--- config.mk ---
export PLATFORM = sky130hd
export DESIGN_NAME = cplx_sum3_seq
export DESIGN_NICKNAME = d
export VERILOG_FILES = /design/src/rtl/cplx_fx_pkg.sv /design/src/rtl/cplx_sum3_seq_adder3.sv /design/src/rtl/cplx_sum3_seq.sv
export SDC_FILE = /design/constraint.sdc
export NUM_CORES = 1
export LEC_CHECK = 0
export CAP_MARGIN = 10
export CORE_UTILIZATION = 57
export DETAILED_ROUTE_END_ITERATION = 16
export DONT_BUFFER_PORTS = 1
export PLACE_DENSITY = 0.8
export RECOVER_POWER = 25
export SLEW_MARGIN = 10
export SYNTH_ARGS = -nofsm -noshare
export SYNTH_HDL_FRONTEND = slang
export SYNTH_HIERARCHICAL = 1
export SYNTH_SLANG_ARGS = --single-unit
--- constraint.sdc ---
create_clock -name clk -period 4.65 [get_ports clk]
set_input_delay 0.93 -clock clk [delete_from_list [all_inputs] [get_ports clk]]
set_output_delay 0.93 -clock clk [all_outputs]
set_load 0.02 [all_outputs]
--- src/rtl/cplx_fx_pkg.sv ---
// Shared fixed-point complex types and helpers
// for the packet-sum datapath.
package cplx_fx_pkg;

  localparam int QI_DEF = 3;
  localparam int QF_DEF = 3;
  localparam int W = QI_DEF + QF_DEF;

  typedef struct packed {
    logic signed [W-1:0] re;
    logic signed [W-1:0] im;
  } cplx_t;

  typedef enum logic {
    ACC = 1'b0,
    OUT = 1'b1
  } state_t;

  // Same-sign operands with a result of the other sign.
  function automatic logic add_ovf(
    input logic [W-1:0] a,
    input logic [W-1:0] b,
    input logic [W-1:0] s
  );
    return (a[W-1] == b[W-1]) && (s[W-1] != a[W-1]);
  endfunction

endpackage

--- src/rtl/cplx_sum3_seq_adder3.sv ---
// Combinational three-input complex adder:
// (a + b) + c per lane, wrapping, with overflow.
module adder3_complex
  import cplx_fx_pkg::*;
(
  input  cplx_t a,
  input  cplx_t b,
  input  cplx_t c,
  output cplx_t sum,
  output logic  ovf
);

  cplx_t t;

  always_comb begin
    t.re   = a.re + b.re;
    t.im   = a.im + b.im;
    sum.re = t.re + c.re;
    sum.im = t.im + c.im;
    ovf    = add_ovf(a.re, b.re, t.re)
           | add_ovf(t.re, c.re, sum.re)
           | add_ovf(a.im, b.im, t.im)
           | add_ovf(t.im, c.im, sum.im);
  end

endmodule

--- src/rtl/cplx_sum3_seq.sv ---
// Packet reducer: two complex terms per beat
// folded into a running sum via one shared adder.
module cplx_sum3_seq
  import cplx_fx_pkg::*;
#(
  parameter int QI    = QI_DEF,
  parameter int QF    = QF_DEF,
  parameter int LEN_W = 8
) (
  input  logic                    clk,
  input  logic                    rst_n,
  input  logic                    clr,
  input  logic [LEN_W-1:0]        cfg_len,
  input  logic                    s_valid,
  output logic                    s_ready,
  input  logic signed [QI+QF-1:0] s_x0_re,
  input  logic signed [QI+QF-1:0] s_x0_im,
  input  logic signed [QI+QF-1:0] s_x1_re,
  input  logic signed [QI+QF-1:0] s_x1_im,
  output logic                    m_valid,
  input  logic                    m_ready,
  output logic signed [QI+QF-1:0] m_re,
  output logic signed [QI+QF-1:0] m_im,
  output logic                    m_ovf
);

  state_t           state;
  logic [LEN_W-1:0] cnt;
  logic [LEN_W-1:0] rem;
  cplx_t            acc;
  logic             sticky;

  logic [LEN_W-1:0] cfg_eff;
  logic [LEN_W-1:0] rem_eff;
  logic             last;
  logic             accept;
  cplx_t            x0;
  cplx_t            x1;
  cplx_t            x1m;
  cplx_t            sum;
  logic             pass_ovf;

  assign x0 = '{re: s_x0_re, im: s_x0_im};
  assign x1 = '{re: s_x1_re, im: s_x1_im};

  // Length is sampled only on the first beat of a packet.
  assign cfg_eff = (cfg_len == '0) ? LEN_W'(1) : cfg_len;
  assign rem_eff = (cnt == '0) ? cfg_eff : rem;
  assign last    = rem_eff <= LEN_W'(2);
  assign x1m     = (rem_eff >= LEN_W'(2)) ? x1 : '0;

  assign s_ready = rst_n && (state == ACC);
  assign accept  = s_valid && s_ready && !clr;

  adder3_complex u_add (
    .a   (acc),
    .b   (x0),
    .c   (x1m),
    .sum (sum),
    .ovf (pass_ovf)
  );

  always_ff @(posedge clk or negedge rst_n) begin
    if (!rst_n) begin
      state   <= ACC;
      cnt     <= '0;
      rem     <= '0;
      acc     <= '0;
      sticky  <= 1'b0;
      m_valid <= 1'b0;
      m_re    <= '0;
      m_im    <= '0;
      m_ovf   <= 1'b0;
    end else begin
      unique case (state)
        ACC: begin
          if (clr) begin
            cnt    <= '0;
            acc    <= '0;
            sticky <= 1'b0;
          end else if (accept) begin
            acc    <= sum;
            sticky <= sticky | pass_ovf;
            rem    <= rem_eff - LEN_W'(2);
            cnt    <= cnt + LEN_W'(1);
            if (last) begin
              m_re    <= sum.re;
              m_im    <= sum.im;
              m_ovf   <= sticky | pass_ovf;
              m_valid <= 1'b1;
              state   <= OUT;
            end
          end
        end
        OUT: begin
          if (m_ready) begin
            m_valid <= 1'b0;
            cnt     <= '0;
            acc     <= '0;
            sticky  <= 1'b0;
            state   <= ACC;
          end
        end
        default: state <= ACC;
      endcase
    end
  end

endmodule

==> Yosys cells after proc, flatten, opt, wreduce, memory -nomap -nowiden <==
Cells that the tools add are included.
{ "op_classes": {"muxes": 24, "order_cmp": 2, "n_bitwise": 6, "reduce_logical": 14, "eq_ne": 13, "add_sub_neg": 6} }
{ "ops": {"columns": ["operator", "n"], "rows": [
  ["$mux W12", 4],
  ["$mux W8", 5],
  ["$add A6 B6 Y6", 4],
  ["$pmux W12 S2", 1],
  ["$logic_not A8 Y1", 2],
  ["$pmux W8 S2", 1],
  ["$mux W1", 10],
  ["$add A8 B1 Y8 const B", 1],
  ["$ge A8 B2 Y1 const B", 1],
  ["$le A8 B2 Y1 const B", 1],
  ["$ne A2 B2 Y1 const B", 4],
  ["$reduce_and A4 Y1", 2],
  ["$sub A8 B2 Y8 const B", 1],
  ["$logic_and A1 B1 Y1", 7],
  ["$pmux W1 S2", 3],
  ["$eq A1 B1 Y1", 4],
  ["$ne A1 B1 Y1", 4],
  ["$or A1 B1 Y1", 4],
  ["$ne A3 B3 Y1 const B", 1],
  ["$reduce_and A3 Y1", 1],
  ["$not A1 Y1", 2],
  ["$reduce_and A2 Y1", 1],
  ["$logic_not A1 Y1", 1]
]} }
{ "totals": {"output_inout_bits": 15, "elab_cells": 75, "input_bits": 37, "ff_bits": 44} }

==> Longest topological paths before layout <==
{ "depth": {"ltp_word": 15, "mapped_depth": 15, "mapped_depth_nobuf": 14} }

==> Hierarchy <==
Netlist, hierarchy kept.
{ "by_module_without_submodules": {"columns": ["mod", "seq_area_each_um2", "cells_per_inst", "area_per_inst_um2", "n_inst"], "rows": [
  ["cplx_sum3_seq", 1101.1, 205, 2278.4, 1],
  ["adder3_complex", 0.0, 106, 917.1, 1]
]} }

==> Least setup slack after synthesis <==
No wires, ideal clock.
{ "synth_path": {"path_kind": "input-to-reg", "start": "in cfg_len[4]", "end": "reg m_re[5]", "cell_stages": 12, "t_arrival_ps": 3610, "setup_time_ps": 125, "slack_ps": 915, "path_buffers": 1, "required_ps": 4525, "cell_sequence": "or4_4 nor4_1 mux2i_1 clkbuf_1 and2_1 ha_1 a211oi_1 o21bai_1 a21oi_1 xor2_1 xnor2_1 mux2_4"} }
{ "synth_lines": {"columns": ["element", "line_no", "source"], "rows": [
  ["start: declaration", "cplx_sum3_seq.sv:13", "input logic [LEN_W-1:0] cfg_len,"],
  ["end signal: assignment", "cplx_sum3_seq.sv:87", "m_re <= sum.re;"],
  ["end: declaration", "cplx_sum3_seq.sv:22", "output logic signed [QI+QF-1:0] m_re,"]
]} }

==> flow_summary.json <==
{
  "port_buffers": 0,
  "fin_hold_ws_ns": 0.321,
  "critPathMaxFanout": 12,
  "ir_drop_mv": 0.272,
  "htree_num_levels": 2,
  "num_io_pins": 52,
  "final_max_slew_viol_count": 0,
  "holdCritPathClass": "input pin to async pin",
  "slew_headroom_pct": 39.5,
  "cts_resized": 0,
  "syn_area_mm2": 0.00320,
  "drc": 0,
  "dp_cells": 373,
  "routed_wirelength_um": 6930,
  "reg2reg_slack_ns": 0.72,
  "regToRegEndpoint": "m_re[5]",
  "num_rows": 26,
  "core-area_mm2": 0.00524,
  "hold_viol": 0,
  "min_period_ns": 3.93,
  "synth_cells": 311,
  "grt_max_degree": 48,
  "syn_avg_cell_area_um2": 10.3,
  "setup_viol": 0,
  "start_util_pct": 61.0,
  "post-route-period-util_pct": 84.5,
  "yosysWarnings": 6,
  "p_leak_nw": 1.61,
  "routabilityCongestion": 0.825,
  "firstDrtPassIters": 4,
  "fin_area_mm2": 0.00336,
  "dieHeight_um": 76.9,
  "cp-end-kind": "register",
  "route.vias.total": 2374,
  "grtUsageMet1_pct": 32.5,
  "grt_util_met3_pct": 5.60,
  "final_antenna_net_count": 0,
  "hpwl_um": 5160,
  "antenna_cells": 0,
  "clk_latency_ns": 0.30,
  "worstPathRequired_ns": 4.84,
  "grt_pass1_wl_um": 11500,
  "ys_ff_latch": 44,
  "root_buffer": "clkbuf_8",
  "reg2reg_from": "cnt[0]",
  "final_layout_size_suffix_gt1_share_pct": 13.2,
  "place_area_mm2": 0.00325,
  "powerDensity_mw_per_mm2": 394,
  "utilization_pct": 64.1,
  "final_cells": 381,
  "drt_iter0_drc": 115,
  "cts_hold_buf": 0,
  "grt_usage_pct": 24.5,
  "vias_per_cell": 6.23,
  "synth_seq_area_share_pct": 34.5,
  "ys.flop_type": "dfrtp_1",
  "tritoncts": "yes",
  "clockBufferDepth": 2,
  "outcome": "completed",
  "tightest_slew_ns": 0.908,
  "synth_nets": 375,
  "rsz0062_at_grt": "no",
  "fill_cells": 425,
  "yosysUniqueCellTypes": 59,
  "fin_nets": 374,
  "post_cts_buffers": 0,
  "r2r_cells": 13,
  "cp-start-kind": "register",
  "avgRoutedWirePerCell_um": 18.2,
  "grt_overflow": 0,
  "cap_viol_max_count": 0,
  "cp.arrival_ns": 4.12,
  "dieArea_mm2": 0.00591,
  "grt_pass1_vias": 2369,
  "fin_tns_setup_ns": 0,
  "path_class": "register to register",
  "cts_buffers": 5,
  "cts_sinks": 44,
  "synth_edf_count": 0,
  "busiest_layer": "met2",
  "die_x_um": 76.9,
  "finClkSkew_ns": 0.00447,
  "async_reset_ff_share_pct": 100,
  "use_met2_pct": 40.4,
  "fmax_mhz": 254,
  "path_clk_slew_ns": 0.08,
  "area_growth_pct": 5.13,
  "antenna_found_initial": 0
}
==> stage by stage <==
step / worst slack [ns] / total power, mW
after detailed placement: 0.609 / 1.03
after global routing: 0.359 / 1.41
after global placement: 0.690 / 1.01
after CTS: 0.723 / 1.33
after floorplan: 0.915 / 0.937
final: 0.720 / 1.32
==> cells by family (layout without fill, tap and decap cells) <==
family	Yosys count	after routing	synth area share, %
AOI/OAI and AO/OA	95	95	22.9
xor gates and xnor gates	22	22	6.03
adders and majority gates	27	27	11.5
buffers and inverters	25	25	3.33
DFF	44	44	34.5
muxes	17	17	6.62
and+or+nand+nor	81	81	15.1
==> state kept, by name, indices dropped and copies added, names as in the netlist <==
name	cells
m_re	6
m_ovf	1
m_valid	1
cnt	8
acc	12
m_im	6
sticky	1
rem	8
state	1
==> cell usage after synthesis (8+ instances only) <==
cell type | count | area [µm²]
and2_1 | 17 | 106
nor2_1 | 20 | 75.1
nand2_1 | 9 | 33.8
inv_1 | 14 | 52.6
xnor2_1 | 12 | 105
o21ai_0 | 21 | 105
xor2_1 | 10 | 87.6
ha_1 | 23 | 288
a21oi_1 | 15 | 75.1
dfrtp_1 | 44 | 1100
a21o_1 | 8 | 60.1
a22o_1 | 13 | 114
==> placed cells by master, fill, tap and decap left out, types with 4 or more instances in the layout <==
cell type	Yosys	layout
a211oi_1	4	4
clkbuf_8	0	5
mux2_4	7	7
o21ai_0	21	20
inv_1	14	14
nand2_1	9	9
fa_1	4	4
and2_1	17	17
dfrtp_1	44	44
nor2_1	20	20
xor2_1	10	10
mux2i_1	5	5
a21oi_1	15	15
xnor2_1	12	12
a21o_1	8	8
a22o_1	13	13
ha_1	23	23
nor4_1	5	5
nor3_1	4	4
mux2_2	5	5
==> where the power goes <==
| part | internal [mW] | total, mW | switching, mW |
|---|---|---|---|
| clock network | 0.160 | 0.293 | 0.133 |
| logic | 0.235 | 0.481 | 0.245 |
| registers | 0.447 | 0.551 | 0.104 |
==> critical path, stage by stage, from the launching register on <==
cell and delay [ns]:
dfrtp_1 0.42, inv_1 0.07, ha_1 0.16, or3b_2 0.50, nor2_1 0.23, mux2i_1 0.70
and2_1 0.28, ha_1 0.27, a211oi_1 0.21, o21bai_1 0.10, a21oi_1 0.29, xor2_1 0.22
xnor2_1 0.10, mux2_4 0.27
==> layout make-up <==
class                           instances  area, µm²  area share (%)
Multi-Input combinational cell        242       1990            59.3
Sequential cell                        44       1100            32.8
Tap cell                               70       87.6            2.61
Clock buffer                            6       72.6            2.16
Inverter                               15       56.3            1.68
Clock inverter                          2       35.0            1.04
Timing Repair Buffer                    2       15.0           0.447
==> how the worst max path moves through the flow <==
stage,slack [ns],endpoint,from,cells past startpoint
after floorplan,0.91,m_re[5],cfg_len[4],12
after global placement,0.69,m_re[5],cfg_len[4],11
after detailed placement,0.61,m_re[5],cfg_len[4],11
after CTS,0.72,m_re[5],cnt[0],13
after global routing,0.36,m_re[5],cnt[0],13
final,0.72,m_re[5],cnt[0],13
==> layer usage <==
layer	routed length, µm	up-vias
li1	-	1157
met1	3100	1135
met2	3280	72
met3	456	10
met4	95	0
met5	0	-
Note: power is estimated with default switching activity, not from simulation.
